--- config.mk ---
export PLATFORM = sky130hd
export DESIGN_NAME = simon_core_arbiter
export DESIGN_NICKNAME = d
export VERILOG_FILES = /design/src/rtl/simon_core_arbiter.sv
export SDC_FILE = /design/constraint.sdc
export NUM_CORES = 1
export LEC_CHECK = 0
export CAP_MARGIN = 20
export CORE_AREA = 2 2 142 144
export CTS_CLUSTER_DIAMETER = 50
export DETAILED_ROUTE_END_ITERATION = 10
export DIE_AREA = 0 0 144 146
export GPL_ROUTABILITY_DRIVEN = 0
export PLACE_DENSITY = 0.78
export SLEW_MARGIN = 20
export SYNTH_ARGS = -nofsm -noshare
export SYNTH_HDL_FRONTEND = slang
export SYNTH_SLANG_ARGS = --single-unit
--- constraint.sdc ---
create_clock -name clk -period 2.7 [get_ports clk]
set_clock_uncertainty 0.15 [all_clocks]
set_input_delay 0.54 -clock clk [delete_from_list [all_inputs] [get_ports clk]]
set_output_delay 0.54 -clock clk [all_outputs]
set_load 0.01 [all_outputs]
--- src/rtl/simon_core_arbiter.sv ---
// Round-robin arbiter that shares one iterative SIMON cipher core between two requesters.
// Each accepted request is latched, run on the core for ROUND_CYCLES cycles, then held as a response.
module simon_core_arbiter #(
  parameter int ROUND_CYCLES = 4
) (
  input  logic        clk,
  input  logic        rst,
  input  logic [1:0]  req_valid,
  output logic [1:0]  req_ready,
  input  logic [31:0] req0_plaintext,
  input  logic [31:0] req1_plaintext,
  input  logic [63:0] req0_key,
  input  logic [63:0] req1_key,
  output logic [1:0]  resp_valid,
  input  logic [1:0]  resp_ready,
  output logic [31:0] resp_ciphertext,
  output logic        core_load,
  output logic [31:0] core_plaintext,
  output logic [63:0] core_key,
  output logic [4:0]  core_count,
  input  logic [31:0] core_ciphertext,
  output logic        busy,
  output logic        grant_id
);

  localparam logic [1:0] IDLE = 2'd0;
  localparam logic [1:0] LOAD = 2'd1;
  localparam logic [1:0] RUN  = 2'd2;
  localparam logic [1:0] RESP = 2'd3;

  localparam logic [4:0] LAST_COUNT = 5'(ROUND_CYCLES - 1);

  logic [1:0]  state_q, state_d;
  logic        lastGrant_q, lastGrant_d;
  logic        grantId_q, grantId_d;
  logic [31:0] ptext_q, ptext_d;
  logic [63:0] key_q, key_d;
  logic [4:0]  count_q, count_d;
  logic [31:0] result_q, result_d;
  logic        anyReq;
  logic        sel;

  // On a tie the requester that was not served last wins.
  always_comb begin
    anyReq = |req_valid;
    if (req_valid == 2'b11) sel = ~lastGrant_q;
    else                    sel = req_valid[1];
  end

  always_comb begin
    state_d     = state_q;
    lastGrant_d = lastGrant_q;
    grantId_d   = grantId_q;
    ptext_d     = ptext_q;
    key_d       = key_q;
    count_d     = count_q;
    result_d    = result_q;
    case (state_q)
      IDLE: begin
        if (anyReq) begin
          ptext_d   = sel ? req1_plaintext : req0_plaintext;
          key_d     = sel ? req1_key : req0_key;
          grantId_d = sel;
          state_d   = LOAD;
        end
      end
      LOAD: begin
        count_d = 5'd0;
        state_d = RUN;
      end
      RUN: begin
        if (count_q == LAST_COUNT) begin
          result_d = core_ciphertext;
          count_d  = 5'd0;
          state_d  = RESP;
        end else begin
          count_d = count_q + 5'd1;
        end
      end
      RESP: begin
        if (resp_ready[grantId_q]) begin
          lastGrant_d = grantId_q;
          state_d     = IDLE;
        end
      end
      default: state_d = IDLE;
    endcase
  end

  always_ff @(posedge clk) begin
    if (rst) begin
      state_q     <= IDLE;
      lastGrant_q <= 1'b1;
      grantId_q   <= 1'b0;
      ptext_q     <= '0;
      key_q       <= '0;
      count_q     <= '0;
      result_q    <= '0;
    end else begin
      state_q     <= state_d;
      lastGrant_q <= lastGrant_d;
      grantId_q   <= grantId_d;
      ptext_q     <= ptext_d;
      key_q       <= key_d;
      count_q     <= count_d;
      result_q    <= result_d;
    end
  end

  always_comb begin
    req_ready       = (state_q == IDLE && anyReq) ? (sel ? 2'b10 : 2'b01) : 2'b00;
    resp_valid      = (state_q == RESP) ? (grantId_q ? 2'b10 : 2'b01) : 2'b00;
    resp_ciphertext = (state_q == RESP) ? result_q : 32'd0;
    core_load       = (state_q == LOAD);
    core_count      = (state_q == RUN) ? count_q : 5'd0;
    core_plaintext  = ptext_q;
    core_key        = key_q;
    busy            = (state_q != IDLE);
    grant_id        = grantId_q;
  end

endmodule

==> results of run 1 <==
cell type report:
| type | instances | area (um^2) | area share, % |
|---|---|---|---|
| clock buffer | 18 | 439 | 4.14 |
| clock inverter | 13 | 121 | 1.14 |
| inverter | 5 | 18.8 | 0.177 |
| multi-input combinational | 474 | 3070 | 28.9 |
| sequential | 137 | 2740 | 25.9 |
| tap | 265 | 332 | 3.13 |
| timing repair buffer | 387 | 3880 | 36.6 |
layer usage:
metal	share of wire [%]	wire, um	GRT usage (%)	vias up
met2	49	11100	33.9	294
met4	2.5	578	7.65	0
met1	41	9400	26.0	3220
met3	8.1	1850	6.25	41
li1	-	-	-	3225
met5	0	0	0	-
worst register-to-register path, stage by stage (launching register included):
cell and delay [ns]:
sky130_fd_sc_hd__dfxtp_1 0.35, sky130_fd_sc_hd__inv_1 0.17, sky130_fd_sc_hd__ha_4 0.23, sky130_fd_sc_hd__buf_4 0.44, sky130_fd_sc_hd__o21ai_4 0.13, sky130_fd_sc_hd__buf_4 0.29, sky130_fd_sc_hd__a22oi_1 0.26, sky130_fd_sc_hd__nor2_1 0.06
how the worst max path moves through the flow:
stage | to | slack, ns | cells after the start | from
finish | resp_ciphertext[3] | 0.08 | 4 | state_q[0]$_SDFFE_PP0P_
global route | resp_ciphertext[4] | 0.006 | 4 | state_q[0]$_SDFFE_PP0P_
CTS | resp_ciphertext[3] | 0.01 | 4 | state_q[0]$_SDFFE_PP0P_
detailed placement | req_ready[1] | 0.01 | 4 | req_valid[1]
global placement | req_ready[1] | 0.004 | 4 | req_valid[1]
floorplan | req_ready[0] | 0.52 | 5 | req_valid[1]
timing repair:
item | 4_1_cts | 5_1_grt
endpoints found under the setup margin | 6 | 27
hold buffers | 0 | 0
gates resized for setup | 2 | 6
cell usage in the layout, fill, tap and decap left out, types with 2 or more instances in the layout:
cell type                         instances
sky130_fd_sc_hd__inv_1                    5
sky130_fd_sc_hd__inv_6                    3
sky130_fd_sc_hd__clkdlybuf4s50_1        365
sky130_fd_sc_hd__clkinvlp_4               5
sky130_fd_sc_hd__and2_1                  38
sky130_fd_sc_hd__o21ai_0                  2
sky130_fd_sc_hd__buf_12                   4
sky130_fd_sc_hd__mux2i_1                  2
sky130_fd_sc_hd__dfxtp_1                136
sky130_fd_sc_hd__nor3_1                   2
sky130_fd_sc_hd__ha_1                     2
sky130_fd_sc_hd__a22oi_1                 96
sky130_fd_sc_hd__nor2_1                 103
sky130_fd_sc_hd__clkbuf_16               17
sky130_fd_sc_hd__clkinv_4                 2
sky130_fd_sc_hd__a21oi_1                 39
sky130_fd_sc_hd__nand2_1                 73
sky130_fd_sc_hd__clkinv_2                 2
sky130_fd_sc_hd__a32o_1                  96
sky130_fd_sc_hd__nand3_1                  2
sky130_fd_sc_hd__buf_4                   15
sky130_fd_sc_hd__ha_4                     2
sequential cells by signal, summed over array words and instances (netlist names):
name	count
state_q	2
core_plaintext	32
lastGrant_q	1
grant_id	1
core_key	64
count_q	5
result_q	32
kinds of logic (layout without fill, tap and decap cells):
logic type	Yosys count	in the layout	share of synthesized area (%)
adder cells (fa/ha/maj)	5	5	1.03
AO/OA/AOI/OAI	240	240	31.8
flip-flops	137	137	44.9
AND/OR/NAND/NOR	227	227	16.2
buffers and inverters	84	423	5.74
multiplexers	2	2	0.328
where the power goes:
part / internal [uW] / leakage (uW) / switching, uW
registers: 2390 / 0.00112 / 211
clock network: 1290 / 0.000261 / 949
logic: 1620 / 0.00246 / 1750
through the flow:
stage               std cells  worst slack [ns]  total power, uW
finish                   1299            0.0830             8210
global route             1299           0.00574             8660
CTS                      1299            0.0113             8270
detailed placement       1268            0.0138             5990
global placement         1268           0.00446             5950
floorplan                 695             0.521             4340
==> impl_metrics.sql, run 1 <==
INSERT INTO impl_metrics (metric_group, metric, value, unit) VALUES
('run_status', 'status', 'complete, no violations', ''),
('worst_setup_path', 'worst_r2r_startpoint', 'state_q[0]$_SDFFE_PP0P_', ''),
('yosys', 'yosysWarningCount', '0', ''),
('cts', 'clock_tree.buffer_depth', '2', ''),
('yosys', 'synth.largest_area_cell', 'sky130_fd_sc_hd__dfxtp_1', ''),
('sta', 'setup_tns', '0', 'ns'),
('yosys', 'async_reset_ff_share', '0', '%'),
('drt', 'detail_route.wl_per_cell', '17.7', 'um'),
('flow_run', 'drv.max_cap_violation_count', '0', ''),
('floorplan', 'placeableCoreArea', '0.0193', 'mm^2'),
('drt', 'drtAntennaViolNets', '0', ''),
('grt', 'grt.overflow.total', '0', ''),
('cts', 'numCtsBuffers', '17', ''),
('drt', 'routed_via_density', '5.22', ''),
('sta', 'worst_hold_slack', '0.256', 'ns'),
('worst_setup_path', 'capturing_point_of_the_worst_reg2reg_path', 'core_key[45]$_SDFFE_PP0P_', ''),
('sta', 'report.final.setup_viol', '0', ''),
('placement', 'postPlaceCellArea', '0.0100', 'mm^2'),
('yosys', 'postSynth.topFlopCell', 'sky130_fd_sc_hd__dfxtp_1', ''),
('floorplan', 'core.rowCount', '51', ''),
('drt', 'drt_drc_violations_left', '0', ''),
('hold_path', 'holdPathEnd', 'result_q[14]$_SDFFE_PP0P_', ''),
('yosys', 'synth.most_common_cell', 'sky130_fd_sc_hd__dfxtp_1', ''),
('worst_setup_path', 'crit_fanout', '29', ''),
('worst_setup_path', 'slowest_stage', 'sky130_fd_sc_hd__clkdlybuf4s50_1', ''),
('yosys', 'synth_commonest_cells', 'sky130_fd_sc_hd__dfxtp_1 (137), sky130_fd_sc_hd__nor2_1 (104), sky130_fd_sc_hd__a22oi_1 (96), sky130_fd_sc_hd__a32o_1 (96), sky130_fd_sc_hd__nand2_1 (73)', ''),
('hold_path', 'worst_hold_path.num_cells', '2', ''),
('worst_setup_path', 'arrival_time_reported_for_the_critical_path_endpoint', '1.93', 'ns'),
('final_layout', 'design.final.nets', '1257', ''),
('grt', 'grt_util_all_layers', '20.9', '%'),
('power_and_ir_drop', 'irDropWorstVdd', '556', 'uV'),
('grt', 'first_global_vias', '6386', ''),
('floorplan', 'initial_core_util', '31.6', '%'),
('floorplan', 'die_span_in_x', '144', 'um'),
('power_and_ir_drop', 'ratio_of_total_power_to_cell_area', '774', 'mW/mm^2'),
('yosys', 'yosys.cell_types.count', '34', ''),
('yosys', 'synth-edff-count', '0', ''),
('worst_setup_path', 'worst-r2r-cell-count', '7', ''),
('power_and_ir_drop', 'total_leakage_power', '0.00384', 'uW'),
('drt', 'drt-total-wl', '23000', 'um'),
('placement', 'port_buffers', '369', ''),
('worst_setup_path', 'critical-path-top-delay-family', 'buffers and inverters', ''),
('yosys', 'mappedNetlistNets', '930', ''),
('cts', 'clk_pin_slew_worst_paths', '0.06', 'ns'),
('worst_setup_path', 'setup.reg_to_reg.worst_slack', '0.48', 'ns'),
('final_layout', 'n_antenna_cell', '0', ''),
('sta', 'final_hold_viol_count', '0', ''),
('hold_path', 'hold_class', 'in -> reg', ''),
('final_layout', 'area_growth', '73.8', '%'),
('cts', 'cts-root-buf', 'sky130_fd_sc_hd__clkbuf_16', ''),
('cts', 'cts_setup_buffers', '0', ''),
('worst_setup_path', 'critical_path_start_end_classification', 'reg -> out', ''),
('grt', 'grt_max_degree', '127', ''),
('grt', 'grt_antenna_before_repair', '0', ''),
('cts', 'cts_tree', 'done', ''),
('yosys', 'ys_seq_elements', '137', ''),
('placement', 'hpwl', '15500', 'um'),
('drt', 'dr.first_iter.drc_count', '437', ''),
('drt', 'drt_first_pass_iters', '6', ''),
('floorplan', 'design.die.area', '0.0210', 'mm^2'),
('sta', 'drv_slew', '0', ''),
('sta', 'timing_worst_slew_pin_value', '0.687', 'ns'),
('sta', 'final_period_minus_worst_setup_slack', '2.62', 'ns'),
('cts', 'cts.sinks', '137', ''),
('hold_path', 'timing.hold.worst.start', 'rst', ''),
('worst_setup_path', 'critical_path_required', '2.01', 'ns'),
('final_layout', 'layout.core_utilization', '54.9', '%'),
('sta', 'clock.fmax', '382', 'MHz'),
('worst_setup_path', 'worstPathCellList', 'ha_2 > buf_8 > and2_1 > clkdlybuf4s50_1', ''),
('sta', 'final.period_utilization', '96.9', '%'),
('sta', 'relSlewSlack', '54.2', '%');
Note: power is estimated with default switching activity, not from simulation.
==> inputs of run 2 (changes only) <==
==> constraint.sdc (replaced) <==
create_clock -name clk -period 2.8 [get_ports clk]
set_clock_uncertainty 0.15 [all_clocks]
set_input_delay 0.56 -clock clk [delete_from_list [all_inputs] [get_ports clk]]
set_output_delay 0.56 -clock clk [all_outputs]
set_load 0.01 [all_outputs]
==> run 2 against run 1 <==
Against the previous run:
- utilization increased by 0.14 points
- global-route usage decreased by 0.31 points
- critical endpoint is now req_ready[1]
- combinational power decreased by 4%
- clock power increased by 2%
- routed wire length decreased by 2.3%
- non-clock buffer count decreased by 1
==> impl_metrics.sql, run 2 (synthesized netlist as in run 1, its figures left out) <==
INSERT INTO impl_metrics (metric_group, metric, value, unit) VALUES
('run_status', 'status', 'complete, no violations', ''),
('drt', 'drtAntennaViolNets', '0', ''),
('grt', 'global_route_wire_length_before_repair', '34200', 'um'),
('floorplan', 'die_span_in_x', '144', 'um'),
('placement', 'port_buffers', '369', ''),
('worst_setup_path', 'capturing_point_of_the_worst_reg2reg_path', 'core_key[33]$_SDFFE_PP0P_', ''),
('hold_path', 'hold_class', 'reg -> reg', ''),
('cts', 'clk_latency', '0.40', 'ns'),
('worst_setup_path', 'crit_fanout', '2', ''),
('floorplan', 'core.rowCount', '51', ''),
('worst_setup_path', 'arrival_time_reported_for_the_critical_path_endpoint', '2.01', 'ns'),
('power_and_ir_drop', 'ratio_of_total_power_to_cell_area', '754', 'mW/mm^2'),
('sta', 'final_period_minus_worst_setup_slack', '2.72', 'ns'),
('worst_setup_path', 'worst-r2r-cell-count', '7', ''),
('final_layout', 'area_growth', '74.3', '%'),
('grt', 'grt_max_degree', '97', ''),
('sta', 'fin_ws', '0.0849', 'ns'),
('placement', 'numPlacedInstances', '1267', ''),
('sta', 'final_hold_viol_count', '0', ''),
('power_and_ir_drop', 'switching_power_total', '2800', 'uW'),
('power_and_ir_drop', 'p_sw_share', '34.9', '%'),
('hold_path', 'timing.hold.worst.start', 'result_q[15]$_SDFFE_PP0P_', ''),
('grt', 'first_global_vias', '6358', ''),
('drt', 'vias', '6698', ''),
('sta', 'report.final.setup_viol', '0', ''),
('cts', 'clock_tree.buffer_depth', '2', ''),
('final_layout', 'mostFrequentLayoutCell', 'sky130_fd_sc_hd__clkdlybuf4s50_1', ''),
('grt', 'grt_util_all_layers', '20.6', '%'),
('floorplan', 'placeableCoreArea', '0.0193', 'mm^2'),
('floorplan', 'design.die.area', '0.0210', 'mm^2'),
('placement', 'place_worst_setup_slack', '0.0681', 'ns'),
('power_and_ir_drop', 'seqPwrFrac', '31.2', '%'),
('floorplan', 'io-pin-count', '370', ''),
('drt', 'drt-total-wl', '22400', 'um'),
('worst_setup_path', 'cell_repeated_most_along_the_worst_path', 'sky130_fd_sc_hd__clkdlybuf4s50_1', ''),
('worst_setup_path', 'crit_start', 'req_valid[1]', ''),
('hold_path', 'worst_hold_path.num_cells', '2', ''),
('worst_setup_path', 'worstPathCellList', 'clkdlybuf4s50_1 > a21boi_4 > and2_1 > clkdlybuf4s50_1', ''),
('power_and_ir_drop', 'irDropWorstVdd', '391', 'uV'),
('final_layout', 'largest_reg_flops', '64', ''),
('cts', 'cts_tree', 'done', ''),
('final_layout', 'final_cell_mix', 'sky130_fd_sc_hd__clkdlybuf4s50_1 (366), sky130_fd_sc_hd__dfxtp_1 (137), sky130_fd_sc_hd__nor2_1 (103)', ''),
('sta', 'relSlewSlack', '56.2', '%'),
('worst_setup_path', 'critical_path_start_end_classification', 'in -> out', ''),
('worst_setup_path', 'slowest_stage', 'sky130_fd_sc_hd__clkdlybuf4s50_1', ''),
('cts', 'cts_setup_buffers', '0', ''),
('cts', 'clock_h_tree_levels', '4', ''),
('cts', 'clk_pin_slew_worst_paths', '0.06', 'ns'),
('drt', 'drt_drc_violations_left', '0', ''),
('worst_setup_path', 'setup.reg_to_reg.worst_slack', '0.61', 'ns'),
('sta', 'setup_tns', '0', 'ns'),
('hold_path', 'holdPathEnd', 'result_q[15]$_SDFFE_PP0P_', ''),
('worst_setup_path', 'setup.worst_path.start_class', 'input port', ''),
('placement', 'hpwl', '15400', 'um'),
('final_layout', 'instances_no_fill', '1299', ''),
('power_and_ir_drop', 'total_leakage_power', '0.00387', 'uW'),
('sta', 'timing_worst_slew_pin_value', '0.658', 'ns'),
('drt', 'dr.first_iter.drc_count', '361', ''),
('worst_setup_path', 'worst_r2r_startpoint', 'state_q[0]$_SDFFE_PP0P_', ''),
('flow_run', 'drv.max_cap_violation_count', '0', ''),
('cts', 'cts_hold_buffers', '0', ''),
('sta', 'drv_slew', '0', ''),
('drt', 'drt_first_pass_iters', '5', ''),
('cts', 'cts.sinks', '137', ''),
('drt', 'detail_route.wl_per_cell', '17.3', 'um'),
('worst_setup_path', 'cp.buffers_inverters', '2', ''),
('sta', 'final.period_utilization', '97.0', '%'),
('power_and_ir_drop', 'power_frac_clock', '28.6', '%'),
('sta', 'worst_hold_slack', '0.298', 'ns'),
('final_layout', 'n_antenna_cell', '0', ''),
('worst_setup_path', 'critical-path-top-delay-family', 'buffers and inverters', ''),
('worst_setup_path', 'setup.worst_path.end_class', 'output pin', ''),
('floorplan', 'initial_core_util', '31.6', '%'),
('floorplan', 'die_h', '146', 'um'),
('grt', 'grt_antenna_before_repair', '0', ''),
('grt', 'grt.overflow.total', '0', ''),
('sta', 'clock.fmax', '368', 'MHz'),
('sta', 'rsz_0062_raised_after_global_routing', 'no', ''),
('final_layout', 'design.final.nets', '1256', ''),
('worst_setup_path', 'crit_path_max_incr_delay', '0.61', 'ns'),
('power_and_ir_drop', 'share_comb_of_total_power', '40.2', '%'),
('final_layout', 'layout-drive-gt1-share', '5.71', '%'),
('drt', 'routed_via_density', '5.16', ''),
('power_and_ir_drop', 'internal_power', '5220', 'uW'),
('cts', 'cts-root-buf', 'sky130_fd_sc_hd__clkbuf_16', ''),
('worst_setup_path', 'critical_path_required', '2.09', 'ns'),
('cts', 'numCtsBuffers', '17', ''),
('final_layout', 'final.fill_count', '1754', '');
run 2: stage by stage:
step / instance area, um^2 / total power [uW] / utilization (%)
floorplan: 6100 / 4190 / -
global placement: 10000 / 5720 / 51.8
detailed placement: 10000 / 5770 / 51.8
CTS: 10600 / 8110 / 54.9
global route: 10600 / 8490 / 55.0
finish: 10600 / 8020 / 55.0
run 2: routing by layer:
layer	routed length (um)	part of all wire, %	track usage (%)
met1	9180	41	25.1
met2	10900	49	33.9
met3	1740	7.8	6.45
met4	602	2.7	7.40
met5	0	0	0
run 2: cell type report:
| cell class | instances | area [um^2] | area share (%) |
|---|---|---|---|
| Sequential cell | 137 | 2740 | 25.8 |
| Clock buffer | 19 | 443 | 4.16 |
| Clock inverter | 13 | 160 | 1.51 |
| Multi-Input combinational cell | 474 | 3060 | 28.8 |
| Timing Repair Buffer | 386 | 3880 | 36.5 |
| Inverter | 5 | 18.8 | 0.176 |
| Tap cell | 265 | 332 | 3.12 |
run 2: tightest hold or removal path, delay by kind of cell (launching register included):
| family | cells | cell delay [ns] |
|---|---|---|
| flops | 1 | 0.30 |
| simple gates | 1 | 0.05 |
| compound gates | 1 | 0.05 |
run 2: how the worst max path moves through the flow:
stage / depth (start not counted) / to
finish: 4 / req_ready[1]
global placement: 5 / req_ready[0]
global route: 4 / resp_ciphertext[24]
floorplan: 5 / req_ready[0]
detailed placement: 5 / req_ready[0]
CTS: 4 / core_count[1]
run 2: power by group through the flow:
| stage | registers [uW] | clock network (uW) | logic (uW) |
|---|---|---|---|
| after global placement | 2520 | 0 | 3200 |
| after detailed placement | 2540 | 0 | 3230 |
| after CTS | 2500 | 2360 | 3250 |
| after global routing | 2540 | 2440 | 3500 |
| final | 2500 | 2290 | 3220 |
| after floorplan | 2670 | 0 | 1520 |
run 2: what timing repair did:
item,4_1_cts,5_1_grt
pin swaps,0,0
gates cloned,0,0
resized for setup,1,4
setup endpoints to repair,1,15
